<file path="src/rtl/rom_prefetch.sv">
// Purpose : prefetches sequential ROM bytes into a small FIFO for an opcode consumer, with jump flush/redirect.
// Latency : one byte per 3 cycles (IDLE->ADDR->READ); byte_valid rises on the edge closing READ, 3 edges after reset release or a jump.
// Backpress: byte_ready low lets the FIFO fill to DEPTH, then the FSM parks in IDLE with rom_dataeno low until a pop frees a slot.
//
// Ports:
//   clock, reset         : single clock, synchronous active-low reset
//   rom_addr/rom_dataeno : ROM byte address (always fetch_pc) and output enable (high only in READ)
//   rom_data             : ROM read data, captured at the edge that closes READ
//   jmp_valid/jmp_addr   : one-cycle flush-and-redirect; overrides every other event except reset
//   byte_valid/byte_data/byte_addr/byte_ready : FIFO head with valid/ready handshake
module rom_prefetch #(
    parameter int DEPTH = 4
) (
    input  logic        clock,
    input  logic        reset,
    output logic [10:0] rom_addr,
    output logic        rom_dataeno,
    input  logic [7:0]  rom_data,
    input  logic        jmp_valid,
    input  logic [10:0] jmp_addr,
    output logic        byte_valid,
    output logic [7:0]  byte_data,
    output logic [10:0] byte_addr,
    input  logic        byte_ready
);

    localparam int PW = $clog2(DEPTH);
    localparam int CW = PW + 1;

    typedef struct packed {
        logic [10:0] addr;
        logic [7:0]  data;
    } entry_t;

    typedef enum logic [1:0] {
        IDLE = 2'd0,
        ADDR = 2'd1,
        READ = 2'd2
    } state_t;

    state_t          state;
    state_t          state_nxt;
    logic [10:0]     fetch_pc;
    logic [CW-1:0]   count;
    logic [PW-1:0]   wr_ptr;
    logic [PW-1:0]   rd_ptr;
    entry_t          mem [DEPTH];
    entry_t          head;
    logic            push;
    logic            pop;

    // Next-state and ROM-side outputs.
    always_comb begin
        state_nxt   = state;
        rom_dataeno = 1'b0;
        case (state)
            IDLE: begin
                // Only enter a fetch when a slot is guaranteed for its push.
                if (count < CW'(DEPTH)) begin
                    state_nxt = ADDR;
                end
            end
            ADDR: begin
                state_nxt = READ;
            end
            READ: begin
                rom_dataeno = 1'b1;
                state_nxt   = IDLE;
            end
            default: begin
                state_nxt = IDLE;
            end
        endcase
    end

    assign rom_addr = fetch_pc;
    assign push     = (state == READ);
    assign pop      = byte_valid && byte_ready;

    // Control state. Jump beats push/pop; reset beats jump.
    always_ff @(posedge clock) begin
        if (!reset) begin
            state    <= IDLE;
            fetch_pc <= 11'h000;
            count    <= '0;
            wr_ptr   <= '0;
            rd_ptr   <= '0;
        end else if (jmp_valid) begin
            state    <= IDLE;
            fetch_pc <= jmp_addr;
            count    <= '0;
            wr_ptr   <= '0;
            rd_ptr   <= '0;
        end else begin
            state <= state_nxt;
            if (push) begin
                wr_ptr   <= wr_ptr + PW'(1);
                fetch_pc <= fetch_pc + 11'd1;
            end
            if (pop) begin
                rd_ptr <= rd_ptr + PW'(1);
            end
            case ({push, pop})
                2'b10:   count <= count + CW'(1);
                2'b01:   count <= count - CW'(1);
                default: count <= count;
            endcase
        end
    end

    // Storage needs no reset: contents are only visible when count is nonzero.
    always_ff @(posedge clock) begin
        if (reset && !jmp_valid && push) begin
            mem[wr_ptr] <= '{addr: fetch_pc, data: rom_data};
        end
    end

    // Head is presented straight from storage, masked to zero when empty.
    assign head       = mem[rd_ptr];
    assign byte_valid = (count != '0);
    assign byte_data  = byte_valid ? head.data : 8'h00;
    assign byte_addr  = byte_valid ? head.addr : 11'h000;

endmodule
</file>
<file path="config.mk">
export PLATFORM = sky130hd
export DESIGN_NAME = rom_prefetch
export DESIGN_NICKNAME = d
export VERILOG_FILES = /design/src/rtl/rom_prefetch.sv
export SDC_FILE = /design/constraint.sdc
export NUM_CORES = 1
export LEC_CHECK = 0
export BUFFER_PORTS_ARGS = -buffer_cell sky130_fd_sc_hd__buf_4
export CORE_MARGIN = 2
export CORE_UTILIZATION = 50
export CTS_BUF_LIST = sky130_fd_sc_hd__clkbuf_8
export CTS_CLUSTER_DIAMETER = 80
export DETAILED_ROUTE_END_ITERATION = 10
export GPL_ROUTABILITY_DRIVEN = 1
export PLACE_DENSITY_LB_ADDON = 0.1
export SETUP_SLACK_MARGIN = 0.1
export SLEW_MARGIN = 20
export SYNTH_ARGS = -nofsm -noshare
export SYNTH_HDL_FRONTEND = slang
export SYNTH_SLANG_ARGS = --single-unit
</file>
<file path="constraint.sdc">
create_clock -name clock -period 3.36 [get_ports clock]
set_clock_uncertainty 0.1 [all_clocks]
set_input_delay 0 -clock clock [delete_from_list [all_inputs] [get_ports clock]]
set_output_delay 0 -clock clock [all_outputs]
set_load 0.005 [all_outputs]
</file>
* Yosys cells after proc, flatten, opt, wreduce, memory -nomap -nowiden
Memories as Yosys holds them, arrays and structs flattened. A register that Yosys moved wholly into a read port is not among the register bits. Cells that the tools add are included.
Cells by class: add/subtract/negate cells 5, multipliers 0, divide/modulo/power cells 0, magnitude comparators 1, eq/ne operators 5, shift-type cells 0, muxes and demuxes 12, bitwise gates (word level) 1, reduce and logical (&&, ||, !) cells 9
Operator list (count):
- 2-to-1 mux 11 bit | 3
- adder 11 x 1 -> 11 bit (second input constant) | 1
- 2-to-1 mux 8 bit | 1
- 2-to-1 mux 2 bit | 3
- case mux 3 bit (2 select lines) | 1
- adder 2 x 1 -> 2 bit (second input constant) | 2
- == test 2 x 1 -> 1 bit (second input constant) | 2
- == test 2 bit (second input constant) | 2
- case mux 2 bit (2 select lines) | 1
- nonzero test 2 bit | 2
- adder 3 x 1 -> 3 bit (second input constant) | 1
- logical AND 1 bit | 3
- < comparator 3 bit (second input constant) | 1
- 2-to-1 mux 1 bit | 3
- nonzero test 3 bit | 1
- subtractor 3 x 1 -> 3 bit (second input constant) | 1
- logical NOT 2 bit | 1
- != test 2 bit (second input constant) | 1
- OR reduction 2 bit | 1
- logical NOT 1 bit | 1
- NOT 1 bit | 1
Word-level totals: register bits 20, bits in latches 0, bits in writable memories 76, memory bits (read-only) 0, input port bits 23, word-level logic and storage cells 39, memories kept 1
Memories:
- mem | words 4, width 19, read ports 1, clocked after memory_dff 1, wr ports 1, RTL line 47 | entry_t mem [DEPTH];

* Longest topological paths before layout
depth after elaboration 5, gate-level depth with buffers 8, depth with buffers taken out 8

* Worst setup path after synthesis
Ideal clock, no wire load.
path kind reg-to-reg, start point reg count[2], end point reg count[2], arrival time 1.797 ns, data required time 3.189 ns, path slack 1.393 ns, cell stages (with the launch flop) 9, period minus slack after synthesis 1.967 ns, path through dfxtp_1 or3_1 and2_1 ha_1 inv_1 fa_1 xor2_1 or3_1 a21oi_1
On the way: longest elaborated chain between the ends 4, elaborated cells on any way between the ends 8, those cells by class add/sub (2); eq/ne (2); mux (1); reduce/logical (3)
Ends and longest elaborated chain:
- start, declared | RTL line 44 | logic [CW-1:0] count;
- start signal, assigned | RTL line 104 | 2'b10: count <= count + CW'(1);
- start signal, assigned | RTL line 105 | 2'b01: count <= count - CW'(1);
- start signal, assigned | RTL line 106 | default: count <= count;
- parallel branches: the longest is 4 deep, another holds subtractor 3 x 1 -> 3 bit
Parallel ways; which one is timed is not known. A chain may end at the register's enable or synchronous reset.

* Worst setup path after layout
Same ends and word-level chain as after synthesis.

==> impl_metrics.py <==
metrics = {
    "global_route": {
        "grt_pass1_vias": 2288,
        "grt_start_max_net_pins": 23,
        "grt_first_pass_wirelength_um": 11500,
        "grt_remaining_overflow": 0,
        "initial_antenna_violation_count": 0,
        "track_usage": 0.179,
    },
    "routing": {
        "wirelength_um": 7210,
        "postRouteAntennaNets": 0,
        "post-route-drc-count": 0,
        "drt-wirelength-per-cell_um": 16.1,
        "drt_iter0_markers": 155,
        "count_of_vias_placed_by_the_detailed_router": 2337,
        "drt-pass1-iter-count": 4,
        "post_drt_via_cell_ratio": 5.20,
    },
    "worst_setup_path": {
        "setup.worst_path.start": "count[2]",
        "setup.worst_path.class": "register to register",
        "cp.arrival_ns": 2.50,
        "crit-reg2reg-launch": "count[2]",
        "critPathCaptureType": "register",
        "crit_required_ns": 3.55,
        "timing.critical_path.fanout_max": 22,
        "crit_path_start_kind": "register",
    },
    "sta": {
        "final-hold-violation-count": 0,
        "finalSetupTns_ns": 0,
        "timing.final.max_slew_violations": 0,
        "timing.final.crit_period_ns": 2.31,
        "timing.final.crit_share": 0.688,
        "max_frequency_mhz": 433,
        "worst-slew-pin-transition_ns": 0.911,
        "final-setup-viol-count": 0,
        "rsz0062_at_grt": "no",
        "relSlewSlack": 0.392,
    },
    "floorplanning": {
        "io_pins": 55,
        "dieWidth_um": 93.6,
        "dieArea_um2": 8750,
        "chipHeight_um": 93.6,
        "effective_utilization_at_floorplan": 0.516,
        "floorplan.rows": 32,
        "core-area_um2": 7770,
    },
    "pwr": {
        "vdd_ir_drop_max_uv": 207,
        "p_leak_nw": 1.81,
        "power_density_nw_per_um2": 422,
    },
    "final_layout": {
        "share_of_final_layout_standard_cells_stronger_than_drive_strength_1": 0.248,
        "insertedDiodeCount": 0,
        "final_core_util": 0.650,
        "ff_latch_area_um2": 2720,
        "multi_input_area_um2": 1200,
        "final_nets": 372,
        "nFillCells": 575,
        "area_growth_from_synthesis_to_final_layout_pct": 26.0,
    },
    "clock_tree": {
        "cts_inserted_buffers": 9,
        "clockBufferDepth": 2,
        "cts_num_sinks": 98,
        "path_clk_slew_ns": 0.09,
        "postCtsSetupBuffers": 0,
        "cts_max_level": 3,
        "cts_root_buffer": "sky130_fd_sc_hd__clkbuf_8",
        "clkLatencyLatePin_ns": 0.36,
        "cts_tree": "done",
    },
    "logic_synthesis": {
        "netlist_top_cells_count": "sky130_fd_sc_hd__edfxtp_1, sky130_fd_sc_hd__and2_1, sky130_fd_sc_hd__dfxtp_1, sky130_fd_sc_hd__nand2_1, sky130_fd_sc_hd__o21ai_0",
        "synth-main-ff-cell": "sky130_fd_sc_hd__edfxtp_1",
        "synth-edff-count": 76,
        "synthDominantCellAreaShare": 0.569,
        "synth.ff_latch_count": 98,
        "synth.yosys.warnings": 0,
        "synth.avg_cell_area_um2": 16.3,
        "ys_seq_area_frac": 0.679,
        "synth_top_cell_by_area": "sky130_fd_sc_hd__edfxtp_1",
        "postSynth.asyncResetShare": 0,
        "yosys-top-cells-area": "sky130_fd_sc_hd__edfxtp_1, sky130_fd_sc_hd__dfxtp_1, sky130_fd_sc_hd__mux4_1",
        "yosys.cell_count.top_type": "sky130_fd_sc_hd__edfxtp_1",
        "syn-instance-count": 246,
        "post_synth_instance_area_um2": 4010,
        "net_count_synth": 276,
        "ys_types": 34,
    },
    "min_path": {
        "hold_path.startpoint": "jmp_valid",
        "holdCritPathClass": "input pin to register",
    },
    "run_status": {
        "result_of_the_run": "finished, final reports clean",
    },
    "job": {
        "maxCapViolCount": 0,
    },
    "placed_design": {
        "buffer_ports.inserted": 54,
        "dp_hpwl_um": 4230,
        "gpl_congestion": 0.716,
    },
}
flip-flops by register name, summed over array words and instances (netlist names), named ones only:
| register | cells |
|---|---|
| wr_ptr | 2 |
| state | 2 |
| mem | 76 |
| rom_addr | 11 |
| rd_ptr | 2 |
| count | 3 |
metal layers:
metal	GRT usage	wire, um
met2	0.300	3560
met3	0.0363	275
met4	0.0725	106
met5	0	0
met1	0.231	3270
metrics by stage:
step | worst slack (ns) | hold slack [ns] | power, W | cells | area, um2
after CTS | 1.02 | 0.0119 | 0.00215 | 449 | 5050
after global placement | 1.10 | 0.102 | 0.00144 | 398 | 4520
after global routing | 0.860 | 0.0469 | 0.00221 | 449 | 5050
after floorplan | 1.39 | -0.00113 | 0.00139 | 246 | 4010
final | 1.05 | 0.0278 | 0.00213 | 449 | 5050
after detailed placement | 1.04 | 0.103 | 0.00144 | 398 | 4520
cells in the final DEF (no fill, tap or decap), drive strengths merged, types with 2 or more instances in the layout:
| cell type | count |
|---|---|
| and2 | 27 |
| clkbuf | 9 |
| a22o | 3 |
| buf | 60 |
| a21oi | 6 |
| nor2 | 8 |
| mux4 | 19 |
| xnor2 | 6 |
| or3 | 2 |
| clkinvlp | 2 |
| nand4 | 5 |
| inv | 10 |
| dlygate4sd3 | 35 |
| o21ai | 11 |
| nand3 | 4 |
| nand2 | 12 |
| dfxtp | 22 |
| ha | 6 |
| nand2b | 2 |
| edfxtp | 76 |
| nand3b | 2 |
| clkinv | 2 |
| xor2 | 8 |
worst max-delay path: stages (launching register included):
cell,delay (ns)
sky130_fd_sc_hd__dfxtp_1,0.36
sky130_fd_sc_hd__or3_1,0.12
sky130_fd_sc_hd__buf_4,0.23
sky130_fd_sc_hd__and2_1,0.20
sky130_fd_sc_hd__ha_1,0.19
sky130_fd_sc_hd__inv_1,0.06
sky130_fd_sc_hd__fa_1,0.37
sky130_fd_sc_hd__xor2_1,0.16
sky130_fd_sc_hd__or3_1,0.30
sky130_fd_sc_hd__a21oi_1,0.15
timing repair:
action / in CTS / in global routing
hold buffers: 35 / 0
endpoints found under the hold margin: 47 / 0
resized for setup: 0 / 0
report_power, final:
part | total, W | leakage (nW) | switching [W] | internal [W]
sequential | 0.00134 | 0.868 | 0.0000229 | 0.00131
clock | 0.000682 | 0.0876 | 0.000408 | 0.000274
combinational | 0.000114 | 0.851 | 0.0000399 | 0.0000743
path summary, 6_finish.rpt:
path / cells past startpoint / end / slack (ns)
worst max register to register: 9 / count[2] / 1.05
worst min-delay path: 4 / rom_addr[8] / 0.03
worst max-delay path: 9 / count[2] / 1.05
worst min register to register: 1 / state[0] / 0.37
area by class of cell:
class	count	share of cell area
Sequential cell	98	0.539
Timing Repair Buffer	95	0.159
Clock buffer	9	0.0245
Tap cell	102	0.0253
Inverter	7	0.00520
Multi-Input combinational cell	131	0.237
Clock inverter	7	0.0107
cells by family after synthesis:
| group | share of synthesized area |
|---|---|
| flip-flops | 0.679 |
| AND/OR/NAND/NOR | 0.0942 |
| multiplexers | 0.118 |
| XOR/XNOR | 0.0306 |
| buffers and inverters | 0.0228 |
| AO/OA/AOI/OAI | 0.0321 |
| adder cells (fa/ha/maj) | 0.0237 |
No activity file was read; power rests on OpenSTA's default activity.
